[src/rtl/pic_move_ctrl.sv]
// pic_move_ctrl: per-frame bounce motion and ROM read control for a 100x100 picture on a 640x480 field
//   vga_clk, sys_rst       : pixel clock, synchronous active-high reset
//   pix_x, pix_y           : current pixel from the VGA timing generator
//   run_en                 : animate while high; stop is taken at a frame boundary
//   cfg_vld/cfg_rdy        : step handshake, cfg_step_x/y in pixels per frame (0 stored as 1)
//   x_move, y_move, x_dir, y_dir : picture top-left corner and travel direction
//   frame_end, bounce      : one-cycle pulses after the last active pixel of a frame
//   rd_en, rom_addr, pic_valid : picture ROM read strobe, address, and data-valid select
//   PIC_BOUNCE_CNT_EN      : when defined, adds bounce_cnt (saturating count of axis hits)
module pic_move_ctrl #(
    parameter int H_VALID  = 640,
    parameter int V_VALID  = 480,
    parameter int H_PIC    = 100,
    parameter int V_PIC    = 100,
    parameter int PIC_SIZE = 10000
) (
    input  logic        vga_clk,
    input  logic        sys_rst,
    input  logic [9:0]  pix_x,
    input  logic [9:0]  pix_y,
    input  logic        run_en,
    input  logic        cfg_vld,
    input  logic [3:0]  cfg_step_x,
    input  logic [3:0]  cfg_step_y,
    output logic        cfg_rdy,
    output logic [9:0]  x_move,
    output logic [9:0]  y_move,
    output logic        x_dir,
    output logic        y_dir,
    output logic        frame_end,
    output logic        bounce,
    output logic        rd_en,
    output logic [13:0] rom_addr,
    output logic        pic_valid
`ifdef PIC_BOUNCE_CNT_EN
    ,
    output logic [15:0] bounce_cnt
`endif
);
    localparam logic [10:0] X_MAX = 11'(H_VALID - H_PIC);
    localparam logic [10:0] Y_MAX = 11'(V_VALID - V_PIC);
    typedef enum logic {IDLE, RUN} state_t;
    state_t state, state_nxt;
    logic [3:0] step_x, step_y;
    logic frame_tick, upd, cfg_acc, x_hit, y_hit;
    logic [10:0] x_sum, y_sum;
    logic [9:0] x_nxt, y_nxt;

    assign frame_tick = pix_x == 10'(H_VALID - 1) && pix_y == 10'(V_VALID - 1);
    assign upd = frame_tick && state == RUN;
    assign cfg_acc = cfg_vld && cfg_rdy;
    // picture window is never wider than the active area, so no separate active-area test
    assign rd_en = {1'b0, pix_x} >= {1'b0, x_move} && {1'b0, pix_x} < {1'b0, x_move} + 11'(H_PIC) &&
                   {1'b0, pix_y} >= {1'b0, y_move} && {1'b0, pix_y} < {1'b0, y_move} + 11'(V_PIC);

    always_comb begin
        cfg_rdy = state == IDLE;
        state_nxt = frame_tick ? (run_en ? RUN : IDLE) : state;
        // 11-bit sums so x_move+step can never wrap before the edge compare
        x_sum = {1'b0, x_move} + {7'd0, step_x};
        y_sum = {1'b0, y_move} + {7'd0, step_y};
        x_hit = x_dir ? (x_move <= {6'd0, step_x}) : (x_sum >= X_MAX);
        y_hit = y_dir ? (y_move <= {6'd0, step_y}) : (y_sum >= Y_MAX);
        x_nxt = x_dir ? (x_hit ? 10'd0 : x_move - {6'd0, step_x}) : (x_hit ? X_MAX[9:0] : x_sum[9:0]);
        y_nxt = y_dir ? (y_hit ? 10'd0 : y_move - {6'd0, step_y}) : (y_hit ? Y_MAX[9:0] : y_sum[9:0]);
    end

    always_ff @(posedge vga_clk) begin
        if (sys_rst)
            state <= IDLE;
        else
            state <= state_nxt;
    end

    always_ff @(posedge vga_clk) begin
        if (sys_rst) begin
            x_move    <= '0;
            y_move    <= '0;
            x_dir     <= 1'b0;
            y_dir     <= 1'b0;
            step_x    <= 4'd1;
            step_y    <= 4'd1;
            frame_end <= 1'b0;
            bounce    <= 1'b0;
            rom_addr  <= '0;
            pic_valid <= 1'b0;
        end else begin
            frame_end <= frame_tick;
            bounce    <= upd && (x_hit || y_hit);
            pic_valid <= rd_en;
            if (cfg_acc) begin
                step_x <= cfg_step_x == 4'd0 ? 4'd1 : cfg_step_x;
                step_y <= cfg_step_y == 4'd0 ? 4'd1 : cfg_step_y;
            end
            if (upd) begin
                x_move <= x_nxt;
                y_move <= y_nxt;
                x_dir  <= x_dir ^ x_hit;
                y_dir  <= y_dir ^ y_hit;
            end
            // resync at every frame so a glitched count cannot persist
            if (frame_tick)
                rom_addr <= '0;
            else if (rd_en)
                rom_addr <= rom_addr == 14'(PIC_SIZE - 1) ? 14'd0 : rom_addr + 14'd1;
        end
    end

`ifdef PIC_BOUNCE_CNT_EN
    logic [16:0] cnt_sum;
    assign cnt_sum = {1'b0, bounce_cnt} + 17'(x_hit) + 17'(y_hit);

    always_ff @(posedge vga_clk) begin
        if (sys_rst || cfg_acc)
            bounce_cnt <= '0;
        else if (upd)
            bounce_cnt <= cnt_sum[16] ? 16'hFFFF : cnt_sum[15:0];
    end
`endif
endmodule

[config.mk]
export PLATFORM = sky130hd
export DESIGN_NAME = pic_move_ctrl
export DESIGN_NICKNAME = d
export VERILOG_FILES = /design/src/rtl/pic_move_ctrl.sv
export SDC_FILE = /design/constraint.sdc
export NUM_CORES = 1
export LEC_CHECK = 0
export CAP_MARGIN = 40
export CORE_MARGIN = 1
export CORE_UTILIZATION = 50
export DETAILED_ROUTE_END_ITERATION = 16
export PLACE_DENSITY_LB_ADDON = 0.12
export SLEW_MARGIN = 10
export SYNTH_ARGS = -nofsm -noshare
export SYNTH_HDL_FRONTEND = slang
export SYNTH_SLANG_ARGS = --single-unit
[constraint.sdc]
create_clock -name vga_clk -period 11.5 [get_ports vga_clk]
set_clock_uncertainty 0.2 [all_clocks]
set_input_delay 3.45 -clock vga_clk [delete_from_list [all_inputs] [get_ports vga_clk]]
set_output_delay 3.45 -clock vga_clk [all_outputs]
set_load 0.05 [all_outputs]
==> Word level (Yosys, flattened, before mapping) <==
Index checks and enable logic that the tools add are counted.
{ "totals": {"regBits": 48, "inputBits": 32, "output_inout_bits": 41, "wordCells": 55} }
{ "classes": {"n_addsub": 7, "order_cmp": 8, "eq_ne": 3, "mux": 12, "bitwise_logic": 3, "reduce_logical": 11} }
{ "op_table": {"columns": ["operator", "count"], "rows": [
  ["10-bit two-way mux", 6],
  ["10-bit by 4-bit adder with 11-bit output", 2],
  ["10-bit by 7-bit adder with 11-bit output (second input constant)", 2],
  ["10-bit by 11-bit < comparator with 1-bit output", 2],
  ["10-bit >= comparator", 2],
  ["10-bit by 4-bit <= comparator with 1-bit output", 2],
  ["10-bit by 4-bit subtractor with 10-bit output", 2],
  ["14-bit by 1-bit adder with 14-bit output (second input constant)", 1],
  ["14-bit equality test (second input constant)", 1],
  ["14-bit two-way mux", 1],
  ["11-bit by 10-bit >= comparator with 1-bit output (second input constant)", 1],
  ["11-bit by 9-bit >= comparator with 1-bit output (second input constant)", 1],
  ["10-bit equality test (second input constant)", 1],
  ["10-bit by 9-bit equality test with 1-bit output (second input constant)", 1],
  ["4-bit logical NOT", 2],
  ["4-bit two-way mux", 2],
  ["1-bit logical AND", 7],
  ["1-bit two-way mux", 3],
  ["2-bit OR reduction", 1],
  ["1-bit bitwise XOR", 2],
  ["1-bit logical OR", 1],
  ["1-bit inverter", 1]
]} }

==> Longest topological paths before layout <==
Gate-level depths: netlist of run 1.
{ "logic_depth": {"depth_word": 5, "ltp_mapped": 16} }

==> Worst setup path after synthesis of run 1 <==
No wires, ideal clock.
{ "synth_timing": {"path_type": "input-to-output", "startpoint": "input pix_y[8]", "endpoint": "output rd_en", "arrival_ns": 5.219, "slack_ns": 2.631, "path_stages": 7, "cell_sequence": "ha_1 > a2111o_1 > a211oi_2 > a211o_2 > o2111a_4 > nand2_1 > inv_1"} }
{ "synth_via": {"elab_chain_len": 3, "word_cells_on_any_way": 4, "cone_classes": "2 x order compare; 2 x reduce/logical"} }
{ "synth_lines": {"columns": ["element", "line_no", "rtl"], "rows": [
  ["start, declared", "20", "input logic [9:0] pix_y,"],
  ["10-bit >= comparator", "54", "{1'b0, pix_y} >= {1'b0, y_move} && {1'b0, pix_y} < {1'b0, y_move} + 11'(V_PIC);"],
  ["1-bit logical AND", "53", "assign rd_en = {1'b0, pix_x} >= {1'b0, x_move} && {1'b0, pix_x} < {1'b0, x_move} + 11'(H_PIC) &&"],
  ["1-bit logical AND *", "54", null],
  ["end, declared", "32", "output logic rd_en,"]
]} }
Mark *: on every way between the ends. The rest lies on a longest branch, timed or not.

==> Final worst setup path of run 1 <==
Same ends and word-level chain as after synthesis.

==> results of run 1 <==
## metal layers
layer | vias up | global-route usage [%] | share of wire, %
met1 | 2106 | 38.0 | 47
met4 | 0 | 6.66 | 1.0
met3 | 14 | 3.60 | 6.9
met2 | 161 | 42.1 | 45
met5 | - | 0 | 0
li1 | 2221 | - | -
## worst reg2reg max path, stage by stage (launching register included)
cell and delay [ns]:
dfxtp_1 0.42, ha_1 0.29, a211oi_1 0.39, nor2_1 0.09, xnor2_1 0.14, ha_1 0.30
a2111o_1 0.45, a211oi_2 0.22, a211o_2 0.16, o2111a_4 0.26, nand3_4 0.17, o31ai_2 0.78
nor2_1 0.12
## area by class of cell
class	count	area, um2	area share (%)
multi-input combinational	457	3260	60.7
inverter	47	176	3.29
clock inverter	3	42.5	0.792
sequential	48	961	17.9
tap	108	135	2.52
timing repair buffer	73	728	13.6
clock buffer	5	68.8	1.28
## logic make-up after synthesis
kind of cell / Yosys count
AOI/OAI and AO/OA: 159
xor gates and xnor gates: 31
adders and majority gates: 59
buffers and inverters: 72
DFF: 48
muxes: 3
and+or+nand+nor: 205
## metrics by stage
stage	hold WS, ns	cell area [um2]
3_3_place_gp	0.270	5260
5_1_grt	0.311	5370
6_report	0.279	5370
3_5_place_dp	0.271	5260
4_1_cts	0.283	5370
2_1_floorplan	0.253	4530
## how the worst max path moves through the flow
stage / from / to / slack, ns / depth (start not counted)
after floorplan: pix_y[8] / rd_en / 2.63 / 7
after global placement: pix_y[8] / rd_en / 1.48 / 9
after detailed placement: pix_y[8] / rd_en / 1.43 / 9
after CTS: pix_y[8] / rd_en / 1.42 / 9
after global routing: pix_x[2] / rd_en / 1.29 / 9
final: pix_y[8] / rd_en / 1.41 / 9
## cells in the final DEF, fill, tap and decap left out, drive strengths merged, types with 22 or more instances in the layout
cell type      synthesis  layout
a21oi                 43      43
clkdlybuf4s50          0      72
dfxtp                 48      48
ha                    55      55
inv                   44      44
nand2                 53      53
nor2                  43      43
nor3                  24      24
o21ai                 32      32
xnor2                 22      22
## sequential cells by signal, summed over array words and instances (netlist names)
signal	cells
x_move	10
bounce	1
x_dir	1
pic_valid	1
y_dir	1
step_y	4
rom_addr	14
frame_end	1
step_x	4
y_move	10
state	1
## power by group through the flow
| stage | Combinational (uW) | Clock (uW) | Sequential, uW |
|---|---|---|---|
| finish | 66.5 | 127 | 172 |
| detailed placement | 65.7 | 0 | 175 |
| global route | 73.5 | 134 | 172 |
| CTS | 66.2 | 128 | 172 |
| global placement | 64.3 | 0 | 175 |
| floorplan | 39.7 | 0 | 177 |
==> impl_metrics.toml, run 1 <==
[yosys]
synth_top_area_share_pct = 21.2
synth_cell_types = 74
synth_fp_nets = 668
synth_top_flop_cell = "dfxtp_1"
synth-edff-count = 0
synth_seq_cells = 48
synth_cells = 577
synth_xor_area_share_pct = 5.99
syn_area_um2 = 4530
yosys.area_share.adder_pct = 17.0
synth.area.mux_share_pct = 0.663
ys_top_cells_by_count = "ha_1 (55), nand2_1 (53), dfxtp_1 (48), inv_1 (44), nor2_1 (43)"
synth.area.top_cells = "dfxtp_1 (21%), ha_1 (15%), a21oi_1 (4.5%)"
synth.most_common_cell = "ha_1"
synth_warnings = 0
synthSimpleGateAreaFrac_pct = 23.2
synth_top_family_by_area = "compound AO/OA/AOI/OAI gates"
yosys.area.top_type = "dfxtp_1"
synthArstFlopShare_pct = 0
ys_seq_area_share_pct = 21.2
synth_area_per_cell_um2 = 7.85
synth_compound_area_share_pct = 25.1

[run]
maxCapViolCount = 0

[timing]
finalSetupViolations = 0
fin_crit_sh_pct = 87.7
fin_tns_setup_ns = 0
fmax_ghz = 0.0991
finalWorstSetupSlack_ns = 1.41
grt_setup_unrepaired = "false"
finalMaxSlewViolations = 0
relSlewSlack_pct = 41.0
tightest_slew_ns = 0.883
finalHoldViolations = 0
timing.final.crit_period_ns = 10.09

[outcome]
outcome = "complete, no violations"

[placement]
post-place-cells = 733
place_ws_ns = 1.43
hpwl_um = 9710
portBuffers = 72
gp_congestion = 0.954

[detailed_routing]
viasPerCell = 6.08
drt-initial-drc-count = 245
postRouteAntennaNets = 0
via_count = 4502
wl_per_cell_um = 16.9
wl_um = 12500
dr.pass1.iters = 5
drc_errors = 0

[critical_path]
crit_family = "buffers and inverters"
regToRegStartpoint = "y_move[2]$_SDFFE_PP0P_"
path_class = "input port to output port"
worst_setup_path_end_kind = "output port"
r2r_setup_slack_ns = 7.36
r2r-end = "rom_addr[6]$_SDFFE_PP0P_"
cpMostUsedCell = "clkdlybuf4s50_1"
worstPathCellList = "clkdlybuf4s50_1, ha_1, a2111o_1, a211oi_2, a211o_2, o2111a_4, nand2_1, inv_1, clkdlybuf4s50_1"
arrival_ns = 6.44
path_buf_inv = 3
crit_fanout = 6
max_stage_delay_ns = 0.80
ff2ff_path_depth = 12
cp-start-kind = "input port"
cp_slowest_cell = "clkdlybuf4s50_1"
worstPathRequired_ns = 7.85

[cells_and_area]
area_growth_pct = 18.6
finalNonFillerCells = 741
post-route-util_pct = 61.3
nNetsFinal = 723
diodes = 0
nFillCells = 839
drive_gt1_share_pct = 4.74

[power_and_ir_drop]
p_int_uw = 263
leakagePower_uw = 0.00195
peakVddDrop_mv = 0.0506
seqPwrFrac_pct = 47.0
switching_power_uw = 102
power_uw = 365
powerDensity_nw_per_um2 = 67.9
power.share.clock_pct = 34.7
combPwrFrac_pct = 18.2
p_sw_share_pct = 28.0

[clock_tree]
clkLatencyLatePin_ns = 0.31
cts_buffers = 5
ctsHoldBuffers = 0
cts_resized = 0
cts_tree = "done"
cts_sinks = 48
cts_post_setup_buffers_inserted = 0
root_buffer = "clkbuf_8"
htree_levels = 2
cts_buffer_depth = 2
worst_setup_hold_path_clk_slew_ns = 0.09

[worst_hold_path]
hold_class = "register to register"
holdPathStages = 2
min_from = "step_y[2]$_SDFFE_PP0P_"
worst_hold_path.endpoint = "step_y[2]$_SDFFE_PP0P_"

[die]
core_area_um2 = 8760
die_x_um = 97.2
io_pins = 73
fp-row-count = 34
die_area_um2 = 9440
die_h_um = 97.2
start_util_pct = 51.7

[global_route]
antenna_found_initial = 0
grt_overflow = 0
grt_pass1_wl_um = 20700
grtUsageTotal_pct = 26.6
grt_max_degree = 35
grt_pass1_vias = 4213
(Power assumes the default switching activity.)
==> run 2: changes to the inputs <==
Settings changed: CORE_UTILIZATION 50 to 40, SKIP_LAST_GASP set to 1.
==> impl_metrics.toml, run 2 (synthesis results as in run 1) <==
[outcome]
outcome = "complete, no violations"

[detailed_routing]
wl_um = 13100
drc_errors = 0
viasPerCell = 5.78
dr.pass1.iters = 5
postRouteAntennaNets = 0
drt-initial-drc-count = 252
wl_per_cell_um = 16.9
via_count = 4470

[timing]
finalHoldViolations = 0
grt_setup_unrepaired = "false"
tightest_slew_ns = 0.868
relSlewSlack_pct = 41.8
finalSetupViolations = 0
fin_tns_setup_ns = 0
finalMaxSlewViolations = 0
fmax_ghz = 0.0989
fin_crit_sh_pct = 88.0
finalWorstSetupSlack_ns = 1.39
timing.final.crit_period_ns = 10.11

[die]
start_util_pct = 41.4
die_area_um2 = 11800
core_area_um2 = 10900
die_x_um = 108
die_h_um = 108
fp-row-count = 38
io_pins = 73

[global_route]
grt_max_degree = 35
grt_pass1_wl_um = 21000
grt_overflow = 0
grtUsageTotal_pct = 22.6
antenna_found_initial = 0
grt_pass1_vias = 4189

[placement]
place_ws_ns = 1.44
portBuffers = 72
hpwl_um = 10200
gp_congestion = 0.897

[critical_path]
cp-start-kind = "input port"
regToRegStartpoint = "y_move[2]$_SDFFE_PP0P_"
worst_setup_path_end_kind = "output port"
critical_path.startpoint = "pix_x[2]"
path_depth = 9
cpMostUsedCell = "clkdlybuf4s50_1"
max_stage_delay_ns = 0.70
worstPathCellList = "clkdlybuf4s50_1, ha_1, or3b_2, a311oi_1, o221ai_1, o2111a_4, nand2_1, inv_1, clkdlybuf4s50_1"
path_buf_inv = 3
worstPathRequired_ns = 7.85
cp_slowest_cell = "clkdlybuf4s50_1"
arrival_ns = 6.46
ff2ff_path_depth = 12
path_class = "input port to output port"
crit_fanout = 6
crit_family = "buffers and inverters"

[clock_tree]
worst_setup_hold_path_clk_slew_ns = 0.07
cts_buffer_depth = 2
cts_resized = 0
ctsHoldBuffers = 0
htree_levels = 2
root_buffer = "clkbuf_16"
cts_post_setup_buffers_inserted = 0
clkLatencyLatePin_ns = 0.29
cts_buffers = 5
cts_tree = "done"
cts_sinks = 48

[cells_and_area]
diodes = 0
largest-register = "rom_addr"
largest_register_ffs = 14
nNetsFinal = 723
drive_gt1_share_pct = 4.74
top_regs = "rom_addr: 14 flops, x_move: 10 flops, y_move: 10 flops"
area_growth_pct = 20.7
mostFrequentLayoutCells = "clkdlybuf4s50_1 (72), ha_1 (55), nand2_1 (53), dfxtp_1 (48), inv_1 (44)"
layout_commonest_cell = "clkdlybuf4s50_1"
post-route-util_pct = 50.0
nFillCells = 1088

[worst_hold_path]
min_from = "step_x[2]$_SDFFE_PP0P_"
holdPathStages = 2
hold_class = "register to register"

[power_and_ir_drop]
leakagePower_uw = 0.00198
peakVddDrop_mv = 0.0623
powerDensity_nw_per_um2 = 75.3

[run]
maxCapViolCount = 0
run 2: cell counts in the layout (fill, tap and decap cells not counted):
No cell type changed its count.
run 2: path summary, 6_finish.rpt:
kind / to / slack [ns]
setup / recovery: rd_en / 1.39
hold / removal: step_x[2]$_SDFFE_PP0P_ / 0.28
setup reg to reg: rom_addr[0]$_SDFFE_PP0P_ / 7.32
hold reg to reg: step_x[2]$_SDFFE_PP0P_ / 0.28
run 2: final cells by class:
type | instances | area [um2] | area share [%]
flip-flops and latches | 48 | 961 | 17.6
well taps | 140 | 175 | 3.20
inverters | 47 | 176 | 3.23
clock inverters | 3 | 42.5 | 0.778
repair buffers | 73 | 728 | 13.3
multi-input cells | 457 | 3260 | 59.6
clock buffers | 5 | 125 | 2.29
run 2: power breakdown:
group          switching (uW)  internal, uW
registers                2.99           168
logic                    37.4          29.9
clock network            70.7           102
run 2: tightest hold or removal path, delay by kind of cell (launching register included):
kind | cells | cell delay, ns
simple gates | 1 | 0.06
compound gates | 1 | 0.05
flops | 1 | 0.33
run 2: layer usage:
layer / vias to the layer above / track usage [%] / wire length [um] / part of all wire (%)
li1: 2226 / - / - / -
met1: 2081 / 32.4 / 6490 / 50
met2: 148 / 35.6 / 5670 / 43
met3: 15 / 2.53 / 724 / 5.5
met4: 0 / 5.89 / 175 / 1.3
met5: - / 0 / 0 / 0
run 2: per-stage QoR:
| stage | total power [uW] | instance area (um2) | hold slack, ns | cells |
|---|---|---|---|---|
| finish | 412 | 5470 | 0.284 | 773 |
| detailed placement | 242 | 5300 | 0.273 | 765 |
| global placement | 241 | 5300 | 0.266 | 765 |
| floorplan | 217 | 4530 | 0.253 | 577 |
| CTS | 413 | 5470 | 0.283 | 773 |
| global route | 428 | 5470 | 0.320 | 773 |
==> run 3: changes to the inputs <==
Settings changed: CAP_MARGIN 40 to 20, HOLD_SLACK_MARGIN set to 0.05.
==> results of run 3 <==
The final DEF is identical to that of run 2; final timing and power are the same.
